==> config.mk <==
export PLATFORM = sky130hd
export DESIGN_NAME = fec_cc_encoder
export DESIGN_NICKNAME = d
export VERILOG_FILES = /design/src/rtl/fec_cc_encoder.sv
export SDC_FILE = /design/constraint.sdc
export NUM_CORES = 1
export LEC_CHECK = 0
export ABC_AREA = 1
export CAP_MARGIN = 20
export CORE_ASPECT_RATIO = 1.4
export CORE_UTILIZATION = 55
export DETAILED_ROUTE_END_ITERATION = 7
export PLACE_DENSITY = 0.72
export SYNTH_ARGS = -nofsm -noshare
export SYNTH_HDL_FRONTEND = slang
export SYNTH_SLANG_ARGS = --single-unit
==> constraint.sdc <==
create_clock -name clk -period 2.26 [get_ports clk]
set_clock_uncertainty 0.15 [all_clocks]
set_input_delay 0.339 -clock clk [delete_from_list [all_inputs] [get_ports clk]]
set_output_delay 0.339 -clock clk [all_outputs]
set_load 0.02 [all_outputs]
==> src/rtl/fec_cc_encoder.sv <==
// Tail-biting rate-1/2 K=7 convolutional encoder (G1=171o, G2=133o).
// Ping-pong block buffer: one bank fills while the other encodes.
module fec_cc_encoder #(
    parameter int BLOCK_BITS = 96
) (
    input  logic clk,
    input  logic reset,
    input  logic valid_in,
    input  logic data_in,
    output logic ready_fec,
    output logic valid_out,
    output logic data_out,
    input  logic ready_out,
    output logic block_start,
    output logic block_end
);

    localparam int IW = $clog2(BLOCK_BITS);
    localparam logic [IW-1:0] LAST = IW'(BLOCK_BITS - 1);

    typedef enum logic [1:0] {IDLE, INIT, ENC} state_t;

    state_t state, state_n;

    logic [BLOCK_BITS-1:0] bank [2];
    logic [BLOCK_BITS-1:0] rd_word;
    logic [1:0]    full, full_n;
    logic          wr_bank, wr_bank_n;
    logic          rd_bank, rd_bank_n;
    logic [IW-1:0] wr_idx, wr_idx_n;
    logic [IW-1:0] rd_idx, rd_idx_n;
    logic          phase, phase_n;
    logic [5:0]    s, s_n;
    logic          ready_q;
    logic          wr_en, u, x_bit, y_bit, out_xfer;

    assign wr_en    = valid_in & ready_q;
    assign rd_word  = bank[rd_bank];
    assign u        = rd_word[rd_idx];
    assign x_bit    = u ^ s[0] ^ s[1] ^ s[2] ^ s[5];
    assign y_bit    = u ^ s[1] ^ s[2] ^ s[4] ^ s[5];
    assign out_xfer = valid_out & ready_out;

    assign ready_fec   = ready_q;
    assign valid_out   = (state == ENC);
    assign data_out    = valid_out & (phase ? y_bit : x_bit);
    assign block_start = valid_out & ~phase & (rd_idx == '0);
    assign block_end   = valid_out & phase & (rd_idx == LAST);

    always_ff @(posedge clk) begin
        if (wr_en)
            bank[wr_bank][wr_idx] <= data_in;
    end

    always_comb begin
        state_n   = state;
        full_n    = full;
        wr_bank_n = wr_bank;
        wr_idx_n  = wr_idx;
        rd_bank_n = rd_bank;
        rd_idx_n  = rd_idx;
        phase_n   = phase;
        s_n       = s;

        if (wr_en) begin
            if (wr_idx == LAST) begin
                full_n[wr_bank] = 1'b1;
                wr_bank_n       = ~wr_bank;
                wr_idx_n        = '0;
            end else begin
                wr_idx_n = wr_idx + 1'b1;
            end
        end

        unique case (state)
            IDLE: begin
                if (full[rd_bank])
                    state_n = INIT;
            end
            INIT: begin
                // Tail-biting: start in the state the block's last 6 bits leave
                s_n = {rd_word[BLOCK_BITS-6], rd_word[BLOCK_BITS-5],
                       rd_word[BLOCK_BITS-4], rd_word[BLOCK_BITS-3],
                       rd_word[BLOCK_BITS-2], rd_word[BLOCK_BITS-1]};
                rd_idx_n = '0;
                phase_n  = 1'b0;
                state_n  = ENC;
            end
            ENC: begin
                if (out_xfer) begin
                    if (!phase) begin
                        phase_n = 1'b1;
                    end else begin
                        phase_n = 1'b0;
                        s_n     = {s[4:0], u};
                        if (rd_idx == LAST) begin
                            full_n[rd_bank] = 1'b0;
                            rd_bank_n       = ~rd_bank;
                            state_n = full_n[~rd_bank] ? INIT : IDLE;
                        end else begin
                            rd_idx_n = rd_idx + 1'b1;
                        end
                    end
                end
            end
            default: state_n = IDLE;
        endcase
    end

    always_ff @(posedge clk or negedge reset) begin
        if (!reset) begin
            state   <= IDLE;
            full    <= '0;
            wr_bank <= 1'b0;
            rd_bank <= 1'b0;
            wr_idx  <= '0;
            rd_idx  <= '0;
            phase   <= 1'b0;
            s       <= '0;
            ready_q <= 1'b0;
        end else begin
            state   <= state_n;
            full    <= full_n;
            wr_bank <= wr_bank_n;
            rd_bank <= rd_bank_n;
            wr_idx  <= wr_idx_n;
            rd_idx  <= rd_idx_n;
            phase   <= phase_n;
            s       <= s_n;
            ready_q <= ~full_n[wr_bank_n];
        end
    end

endmodule

======== Yosys cells after proc, flatten, opt, wreduce, memory -nomap -nowiden ========
Memories as Yosys holds them, arrays and structs flattened.
Index checks and enable logic that the tools add are counted.
word-level totals
  register bits ........................... 28
  RAM bits ................................ 192
  output and inout bits ................... 5
  logic and storage cells ................. 105
  memories kept ........................... 1
memories
  memory  words  width  read ports  clocked after Yosys merged registers in  wr ports  RTL line  source
  bank    2      96     1           0                                        1         25        logic [BLOCK_BITS-1:0] bank [2];
cells by class
  $add $sub $neg .......................... 2
  $lt $le $gt $ge ......................... 9
  equal/unequal tests ..................... 9
  mux-type cells .......................... 42
  bitwise gates (word level) .............. 22
  reductions and logical operators ........ 11
operator list
  operator               number
  $mux W96               1
  $mux W7                4
  $mux W2                10
  $mux W1                17
  $lt A7 B8 Y1 const B   2
  $add A7 B1 Y7 const B  2
  $eq A7 B7 Y1 const B   2
  $pmux W7 S2            1
  $mux W6                2
  $pmux W6 S2            1
  $reduce_and A4 Y1      3
  $lt A1 B2 Y1 const B   4
  $xor A1 B1 Y1          8
  $and A1 B1 Y1          7
  $bmux W1 S7            1
  $demux W1 S7           1
  $ge A7 B1 Y1 const B   1
  $logic_not A7 Y1       1
  $ne A2 B1 Y1 const B   3
  $pmux W2 S3            1
  $ne A2 B2 Y1 const B   2
  $not A1 Y1             4
  $logic_and A1 B1 Y1    3
  $reduce_and A3 Y1      1
  other kinds (11)       13

======== Logic depth before layout (Yosys ltp) ========
Gate-level depths: netlist of the first run.
  depth after elaboration ................. 15
  depth in mapped cells ................... 20

======== Worst setup path before layout of the first run ========
OpenSTA, ideal clock, no wires.
  path type ............................... reg-to-output
  start point ............................. register rd_bank
  end point ............................... output data_out
  data arrival time ....................... 1859 ps
  path slack .............................. -88 ps
  cell stages (with the launch flop) ...... 15
  cell sequence ........................... dfrtp_1 buf_6 buf_6 buf_2 o21ai_1 nor2_1 o31ai_1 nand3_1 nand3_1 nand2_1 nand2_1 nand2_1 nand2_1 nand2_1 nor2_1
between the ends
  longest elaborated chain between the ends .. 9
RTL lines
  what                                           RTL line  source
  start: declaration                             29        logic rd_bank, rd_bank_n;
  start signal: assignment                       125       rd_bank <= rd_bank_n;
  $mem_v2 Z2 W96 (*)                             n/a
  $bmux W1 S7 (*)                                39        assign u = rd_word[rd_idx];
  $mux W1 (not written as such) (*)              39
  $xor A1 B1 Y1 (on tied branches) (4 in a row)  40, 41
  $mux W1 (*)                                    46        assign data_out = valid_out & (phase ? y_bit : x_bit);
  $and A1 B1 Y1 (*)                              46
  end: declaration                               12        output logic data_out,
Every way passes the cells marked *; elsewhere a longest branch is shown, timed or not. The select of a mux whose other input is x is not followed.

======== Final worst setup path of the first run ========
Ends and elaborated chain as after synthesis.

==> results of run 1 <==
worst paths after layout:
path / from / endpoint / slack, ns / depth (start not counted)
max: rd_bank / data_out / -0.90 / 20
min: reset / full[0] / 0.1 / 2
max reg2reg: rd_idx[0] / rd_idx[5] / -0.01 / 16
min reg2reg: state[1] / state[1] / 0.32 / 2
max in group asynchronous: reset / rd_bank / 1.54 / 2
min in group clk: data_in / bank[1][37] / 0.13 / 1
worst max-delay path, delay by kind of cell, from the launching register on:
kind,cells,cell delay (ns)
AND/OR/NAND/NOR,16,1.16
flip-flops,1,0.52
buffers and inverters,4,0.49
power by group:
part           switching (µW)  internal [µW]  total (µW)
clock                    1520           2080        3600
combinational            4010           2300        6310
sequential                279           4690        4970
total                    5800           9080       14900
metrics by stage:
step	total power [µW]	hold slack, ns	area [µm²]	instances
final	14900	0.0985	13100	1557
after global routing	15500	0.133	13100	1557
after CTS	14300	0.100	12800	1548
after detailed placement	10400	0.316	11800	1498
after global placement	10400	0.308	11800	1498
after floorplan	8060	-0.107	10700	1212
cells by family (layout without fill, tap and decap cells):
kind of cell             count (synthesis)  count (layout)
XOR/XNOR                                 7               7
adder cells (fa/ha/maj)                  3               3
AO/OA/AOI/OAI                           78              78
buffers and inverters                  154             255
flip-flops                             220             220
multiplexers                             2               2
AND/OR/NAND/NOR                        748             748
Yosys cell counts:
| cell type | n | share of area |
|---|---|---|
| a211oi_1 | 1 | 0.00070 |
| a21oi_1 | 18 | 0.0084 |
| a31oi_1 | 2 | 0.0012 |
| buf_1 | 5 | 0.0018 |
| buf_2 | 21 | 0.0098 |
| buf_4 | 1 | 0.00070 |
| buf_6 | 6 | 0.0063 |
| clkbuf_1 | 30 | 0.011 |
| clkinv_1 | 5 | 0.0018 |
| dfrtp_1 | 28 | 0.066 |
| edfxtp_1 | 192 | 0.54 |
| ha_1 | 3 | 0.0035 |
| inv_1 | 82 | 0.029 |
| inv_2 | 4 | 0.0014 |
| mux2i_1 | 2 | 0.0019 |
| nand2_1 | 349 | 0.12 |
| nand3_1 | 115 | 0.054 |
| nand4_1 | 1 | 0.00059 |
| nor2_1 | 246 | 0.087 |
| nor2_2 | 1 | 0.00059 |
| nor3_1 | 32 | 0.015 |
| nor4_1 | 1 | 0.00059 |
| o211ai_1 | 6 | 0.0042 |
| o21ai_0 | 29 | 0.014 |
| o21ai_1 | 16 | 0.0075 |
| o21bai_1 | 1 | 0.00070 |
| o22ai_1 | 1 | 0.00059 |
| o311ai_0 | 1 | 0.00082 |
| o31ai_1 | 3 | 0.0021 |
| or2_1 | 2 | 0.0012 |
| or2_2 | 1 | 0.00059 |
| xnor2_1 | 2 | 0.0016 |
| xor2_1 | 5 | 0.0041 |
per-layer routing:
| metal | vias up | part of all wire | GRT usage |
|---|---|---|---|
| li1 | 4144 | - | - |
| met1 | 4307 | 0.36 | 0.337 |
| met2 | 449 | 0.51 | 0.498 |
| met3 | 124 | 0.074 | 0.0435 |
| met4 | 0 | 0.064 | 0.181 |
| met5 | - | 0 | 0 |
flip-flops by register name, summed over array words and instances, names as in the netlist:
signal     cells
bank         192
full           2
phase          1
rd_bank        1
rd_idx         7
ready_fec      1
s              6
state          2
wr_bank        1
wr_idx         7
cell type report:
type	count	area, µm²	share of cell area
flip-flops and latches	220	6470	0.494
repair buffers	124	1430	0.109
well taps	244	305	0.0233
inverters	91	362	0.0276
clock inverters	14	119	0.00906
clock buffers	26	587	0.0448
multi-input cells	838	3840	0.293
what timing repair did:
item / in CTS / in global routing
resized for setup: 60 / 80
endpoints found under the setup margin: 11 / 10
setup buffers: 6 / 13
pin swaps: 4 / 35
cloned: 4 / 1
==> impl_metrics.tcl, run 1 <==
set metrics [dict create \
    crit_chain "clkinv_8 > buf_12 > nand2_1 > nand2_1 > nand2_1 > nand3_1 > nand3_2 > nand2_2 > nand2_1 > nand2_1 > inv_1 > nand2_2 > nand2_2 > nand2_2 > nand2_2 > nand2_2 > nand2_2 > nand2_2 > nor2_4 > buf_6" \
    portBuffers 9 \
    maxCapViolCount 0 \
    vias 9024 \
    gp_congestion 0.866 \
    cpMaxStageDelayCell "dfrtp_4" \
    fmax_mhz 317 \
    area_delta_synth_final_pct 22.9 \
    cts_tree "built" \
    io_pins 10 \
    clockBufferDepth 3 \
    nNetsFinal 1305 \
    synth_xor_xnor_area_share 0.00575 \
    crit_fanout 11 \
    remaining_drc_errors 0 \
    seq_area_frac_synth 0.606 \
    fin_tns_setup_ns -1.55 \
    cp.required_ns 1.77 \
    drt_iter0_drc 863 \
    ys_types 33 \
    critPathMaxStageDelay_ns 0.52 \
    critical_path_class "register to output pin" \
    ir_worst_vdd_mv 0.761 \
    ant_nets 0 \
    routed_wl_mm 29.2 \
    syn_nets 1220 \
    root_buffer "clkbuf_16" \
    cts.sinks 220 \
    postSynthCellCount 1212 \
    tightest_slew_ns 0.571 \
    rows 59 \
    clk_latency_ns 0.50 \
    rsz0062_at_grt "true" \
    hpwlAfterDp_mm 17.1 \
    hold_buffers 0 \
    post_drt_via_cell_ratio 5.80 \
    numCtsBuffers 22 \
    fillers 1369 \
    coreArea_mm2 0.0188 \
    die_w_um 120 \
    synth_area_per_cell_um2 8.80 \
    cp_data_arrival_time_ns 2.67 \
    wl_per_cell_um 18.8 \
    syn_area_mm2 0.0107 \
    status "finished, violations left" \
    synth_seq_cells 220 \
    cp-start-kind "register" \
    grtUsageTotal 0.290 \
    grt_pass1_vias 8807 \
    grt_pass1_wl_mm 44.6 \
    initial_core_util 0.567 \
    antenna_found_initial 0 \
    relSlewSlack 0.618 \
    first_pass_iters 7 \
    synth_top_family_by_area "simple AND/OR/NAND/NOR gates" \
    synth_simple_gate_area_frac 0.282 \
    holdCritPathClass "input pin to asynchronous set/reset pin" \
    cp_common_cell "nand2_2" \
    post-route-min-period_ns 3.16 \
    htree_num_levels 1 \
    hold_viol 0 \
    cp-end-kind "output pin" \
    finalWorstSetupSlack_ns -0.896 \
    synth_fa_ha_area_frac 0.00352 \
    setup_viol 4 \
    grt_max_degree 100 \
    post-route-period-util 1.40 \
    synthMuxAreaShare 0.00188 \
    yosys_warnings 0 \
    utilization 0.697 \
    drive_above_1_share 0.174 \
    place_ws_ns -0.817 \
    die_area_mm2 0.0200 \
    slew_violations 0 \
    grt_remaining_overflow 0 \
    n_antenna_cell 0 \
    leakage_uw 0.00528 \
    synth_compound_area_frac 0.0399 \
    die_y_um 167 \
    path_clk_slew_ns 0.07 \
    mostFrequentLayoutCells "nand2_1 (325), nor2_1 (238), edfxtp_1 (192)" \
    power.density_mw_per_mm2 1130 \
    layout_commonest_cell "nand2_1" \
    violations "setup timing" \
]
Power figures use the tool's default switching activity.
==> inputs of run 2 (changes only) <==
--- a/config.mk
+++ b/config.mk
@@ -11,6 +11,7 @@
 export CORE_UTILIZATION = 55
 export DETAILED_ROUTE_END_ITERATION = 7
 export PLACE_DENSITY = 0.72
+export RECOVER_POWER = 25
 export SYNTH_ARGS = -nofsm -noshare
 export SYNTH_HDL_FRONTEND = slang
 export SYNTH_SLANG_ARGS = --single-unit
==> impl_metrics.tcl, run 2 (synthesis results as in run 1) <==
set metrics [dict create \
    status "finished, violations left" \
    violations "setup timing" \
    clk_latency_ns 0.50 \
    holdCritPathClass "input pin to asynchronous set/reset pin" \
    layout_commonest_cell "nand2_1" \
    coreArea_mm2 0.0188 \
    setup_viol 5 \
    clockBufferDepth 3 \
    portBuffers 9 \
    die_y_um 167 \
    htree_num_levels 1 \
    cp_data_arrival_time_ns 2.66 \
    leakage_uw 0.00527 \
    crit_chain "clkinv_8 > buf_12 > nand2_1 > nand2_1 > nand2_1 > nand3_1 > nand3_2 > nand2_2 > nand2_1 > nand2_1 > inv_1 > nand2_2 > nand2_2 > nand2_2 > nand2_2 > nand2_2 > nand2_2 > nand2_2 > nor2_4 > buf_6" \
    cts_tree "built" \
    largest_reg_flops 192 \
    cp_common_cell "nand2_2" \
    rows 59 \
    ir_worst_vdd_mv 0.763 \
    first_pass_iters 5 \
    tightest_slew_ns 1.35 \
    gp_congestion 0.866 \
    cp-start-kind "register" \
    grt_pass1_wl_mm 44.6 \
    drt_iter0_drc 897 \
    hold_viol 0 \
    numCtsBuffers 22 \
    initial_core_util 0.567 \
    path_clk_slew_ns 0.06 \
    wl_per_cell_um 18.7 \
    fillers 1370 \
    critical_path_class "register to output pin" \
    slew_violations 0 \
    post-route-period-util 1.39 \
    fmax_mhz 318 \
    die_w_um 120 \
    routed_wl_mm 29.1 \
    vias 8996 \
    drive_above_1_share 0.173 \
    cp-end-kind "output pin" \
    rsz0062_at_grt "true" \
    mostFrequentLayoutCells "nand2_1 (325), nor2_1 (238), edfxtp_1 (192)" \
    finalWorstSetupSlack_ns -0.886 \
    antenna_found_initial 0 \
    grtUsageTotal 0.290 \
    place_ws_ns -0.817 \
    n_antenna_cell 0 \
    top_regs "bank: 192 flops, rd_idx: 7 flops, wr_idx: 7 flops" \
    largest_register "bank" \
    grt_max_degree 100 \
    hpwlAfterDp_mm 17.1 \
    ant_nets 0 \
    io_pins 10 \
    remaining_drc_errors 0 \
    post-route-min-period_ns 3.15 \
    nNetsFinal 1305 \
    area_delta_synth_final_pct 22.7 \
    grt_remaining_overflow 0 \
    maxCapViolCount 0 \
    cts.sinks 220 \
    critPathMaxStageDelay_ns 0.52 \
    post_drt_via_cell_ratio 5.78 \
    power.density_mw_per_mm2 1140 \
    grt_pass1_vias 8807 \
    final_area_mm2 0.0131 \
    crit_fanout 11 \
    cpMaxStageDelayCell "dfrtp_4" \
    utilization 0.696 \
    hold_buffers 0 \
    die_area_mm2 0.0200 \
    cp.required_ns 1.77 \
    relSlewSlack 0.0993 \
    root_buffer "clkbuf_16" \
    placed_area_mm2 0.0118 \
]
==> run 2: changes by cell type in the layout (fill, tap and decap cells not counted) <==
cell             previous run  this run
buf_4                      75        73
clkbuf_4                    0         1
clkbuf_2                    0         1
buf_12                     32        31
clkdlybuf4s50_1             4         3
dlygate4sd3_1               0         1
clkbuf_1                    3         4
==> run 2: per-stage QoR <==
step / hold slack, ns / instances / TNS [ns] / power [µW]
global route: 0.356 / 1557 / -2.44 / 15500
detailed placement: 0.316 / 1498 / -1.62 / 10400
CTS: 0.100 / 1548 / -1.38 / 14300
global placement: 0.308 / 1498 / -1.59 / 10400
finish: 0.318 / 1557 / -1.56 / 14900
floorplan: -0.107 / 1212 / 0 / 8060
==> run 2: worst max-delay path, delay by kind of cell, from the launching register on <==
kind / cells / cell delay [ns]
buffers and inverters: 4 / 0.49
DFF: 1 / 0.52
and+or+nand+nor: 16 / 1.16
==> run 2: power by group <==
group / total, µW / internal (µW) / switching, µW
logic: 6300 / 2300 / 4000
registers: 4970 / 4690 / 280
clock network: 3600 / 2080 / 1520
total: 14900 / 9070 / 5800
==> run 2: worst paths after layout <==
check	start	to	slack, ns	depth (start not counted)
max	rd_bank	data_out	-0.89	20
max reg2reg	rd_idx[0]	rd_idx[5]	-0.02	16
min in group clk	state[1]	state[1]	0.32	2
min reg2reg	state[1]	state[1]	0.32	2
min	reset	state[0]	0.32	2
max in group asynchronous	reset	rd_bank	1.05	2
==> run 2: timing repair <==
| item | 4_1_cts | 5_1_grt |
|---|---|---|
| setup endpoints to repair | 11 | 10 |
| cloned | 4 | 1 |
| pin swaps | 4 | 35 |
| resized for setup | 60 | 80 |
| setup buffers | 6 | 13 |
==> run 2: area by class of cell <==
class	count	area [µm²]	share of cell area
Clock buffer	26	587	0.0448
Tap cell	244	305	0.0233
Multi-Input combinational cell	838	3840	0.293
Clock inverter	14	119	0.00908
Inverter	91	362	0.0276
Timing Repair Buffer	124	1410	0.108
Sequential cell	220	6470	0.495
==> run 2: metal layers <==
metal	global-route usage	up-vias	wire length [µm]
met2	0.498	444	14800
met4	0.181	0	1860
met3	0.0435	131	2120
met1	0.337	4268	10400
li1	-	4153	-
met5	0	-	0
==> inputs of run 3 (changes only) <==
--- a/config.mk
+++ b/config.mk
@@ -9,6 +9,7 @@
 export CAP_MARGIN = 20
 export CORE_ASPECT_RATIO = 1.4
 export CORE_UTILIZATION = 55
+export CTS_CLUSTER_DIAMETER = 30
 export DETAILED_ROUTE_END_ITERATION = 7
 export PLACE_DENSITY = 0.72
 export RECOVER_POWER = 25
==> constraint.sdc (replaced) <==
create_clock -name clk -period 2.26 [get_ports clk]
set_clock_uncertainty 0.15 [all_clocks]
set_input_delay 0.452 -clock clk [delete_from_list [all_inputs] [get_ports clk]]
set_output_delay 0.452 -clock clk [all_outputs]
set_load 0.02 [all_outputs]
==> impl_metrics.tcl, run 3 (synthesis results as in run 1) <==
set metrics [dict create \
    first_pass_iters 8 \
    cp-end-kind "output pin" \
    gp_congestion 0.910 \
    grt_max_degree 99 \
    critPathMaxStageDelay_ns 0.53 \
    cts_tree "built" \
    rows 59 \
    drt_iter0_drc 946 \
    largest_register "bank" \
    antenna_found_initial 0 \
    power_uw 16700 \
    slew_violations 38 \
    cp_common_cell "nand2_2" \
    leakage_uw 0.00551 \
    status "finished, violations left" \
    area_delta_synth_final_pct 27.3 \
    io_pins 10 \
    critical_path_class "register to output pin" \
    cpMaxStageDelayCell "dfrtp_4" \
    post-route-period-util 1.44 \
    setup_viol 3 \
    crit_fanout 6 \
    fmax_mhz 308 \
    cp_data_arrival_time_ns 2.64 \
    grt_pass1_wl_mm 46.7 \
    utilization 0.722 \
    relSlewSlack -0.0463 \
    drive_above_1_share 0.187 \
    maxCapViolCount 1 \
    layout_commonest_cell "nand2_1" \
    hold_viol 0 \
    power.density_mw_per_mm2 1230 \
    top_regs "bank: 192 flops, rd_idx: 7 flops, wr_idx: 7 flops" \
    vias 9104 \
    fillers 1285 \
    die_w_um 120 \
    clockBufferDepth 3 \
    htree_num_levels 2 \
    numCtsBuffers 37 \
    placed_area_mm2 0.0118 \
    post_drt_via_cell_ratio 5.75 \
    final_area_mm2 0.0136 \
    mostFrequentLayoutCells "nand2_1 (325), nor2_1 (238), edfxtp_1 (192)" \
    grtUsageTotal 0.304 \
    root_buffer "clkbuf_16" \
    clk_latency_ns 0.50 \
    initial_core_util 0.567 \
    remaining_drc_errors 0 \
    fin_tns_setup_ns -1.73 \
    hpwlAfterDp_mm 17.4 \
    hold_buffers 0 \
    cp-start-kind "register" \
    wl_per_cell_um 18.7 \
    coreArea_mm2 0.0188 \
    path_delay_family "simple AND/OR/NAND/NOR gates" \
    cp.required_ns 1.66 \
    ir_worst_vdd_mv 0.729 \
    tightest_slew_ns 1.57 \
    die_area_mm2 0.0200 \
    ant_nets 0 \
    rsz0062_at_grt "true" \
    n_antenna_cell 0 \
    grt_remaining_overflow 0 \
    finalWorstSetupSlack_ns -0.986 \
    crit_chain "inv_8 > buf_12 > buf_12 > buf_16 > nand2_2 > nand3_2 > nand3_1 > nand2_1 > nand2_1 > nand3_2 > nand3_2 > nand2_2 > nand2_1 > nand2_1 > nand2_2 > nand2_2 > nand2_2 > nand2_2 > nor2_4 > buf_6" \
    largest_reg_flops 192 \
    grt_pass1_vias 9282 \
    die_y_um 167 \
    routed_wl_mm 29.6 \
    portBuffers 9 \
    nNetsFinal 1323 \
    post-route-min-period_ns 3.25 \
    cp.buffers_inverters 5 \
    cts.sinks 220 \
    path_clk_slew_ns 0.05 \
    violations "capacitance limit, slew limit, setup timing" \
    holdCritPathClass "register to register" \
]
run 3: cell count changes in the layout (fill, tap and decap cells not counted), sizes merged:
cell      previous run  this run
bufbuf               0         1
clkinv              15        17
inv                 86        87
buf                115       117
clkinvlp             2         4
bufinv               2         5
clkbuf              30        46
run 3: power by group:
part	total (µW)	internal (µW)	switching, µW
Sequential	4960	4700	259
Combinational	6240	2290	3950
Clock	5460	3570	1890
run 3: worst min-delay path, delay by kind of cell (launching register included):
kind             cells  cell delay, ns
and+or+nand+nor      2            0.12
DFF                  1            0.34
run 3: timing repair:
action | CTS | global route
gates cloned | 7 | 1
setup buffers | 10 | 3
pin swaps | 28 | 24
setup endpoints to repair | 4 | 10
resized for setup | 77 | 46
run 3: worst paths after layout:
kind	startpoint	endpoint	slack, ns	depth (start not counted)
max	rd_bank	data_out	-0.99	20
min	state[1]	state[1]	0.35	2
max reg2reg	rd_idx[0]	rd_idx[3]	0.01	15
min reg2reg	state[1]	state[1]	0.35	2
max in group asynchronous	reset	rd_bank	1.01	2
min in group asynchronous	reset	wr_bank	0.40	2
run 3: metrics by stage:
step | hold slack, ns | setup WS [ns] | cells
after floorplan | 0.00641 | -0.0407 | 1212
after global placement | 0.303 | -0.888 | 1504
after detailed placement | 0.320 | -0.910 | 1504
after CTS | 0.213 | -0.952 | 1581
after global routing | 0.368 | -1.10 | 1584
final | 0.345 | -0.986 | 1584
run 3: metal layers:
layer | up-vias | routed length, µm | global-route usage
li1 | 4196 | - | -
met2 | 440 | 15200 | 0.537
met3 | 123 | 2160 | 0.0486
met5 | - | 0 | 0
met1 | 4345 | 10700 | 0.344
met4 | 0 | 1620 | 0.181
run 3: layout make-up:
type,instances,area [µm²],share of cell area
Clock buffer,42,945,0.0695
Timing Repair Buffer,127,1410,0.104
Tap cell,244,305,0.0225
Sequential cell,220,6470,0.477
Clock inverter,22,254,0.0187
Inverter,91,354,0.0261
Multi-Input combinational cell,838,3840,0.283
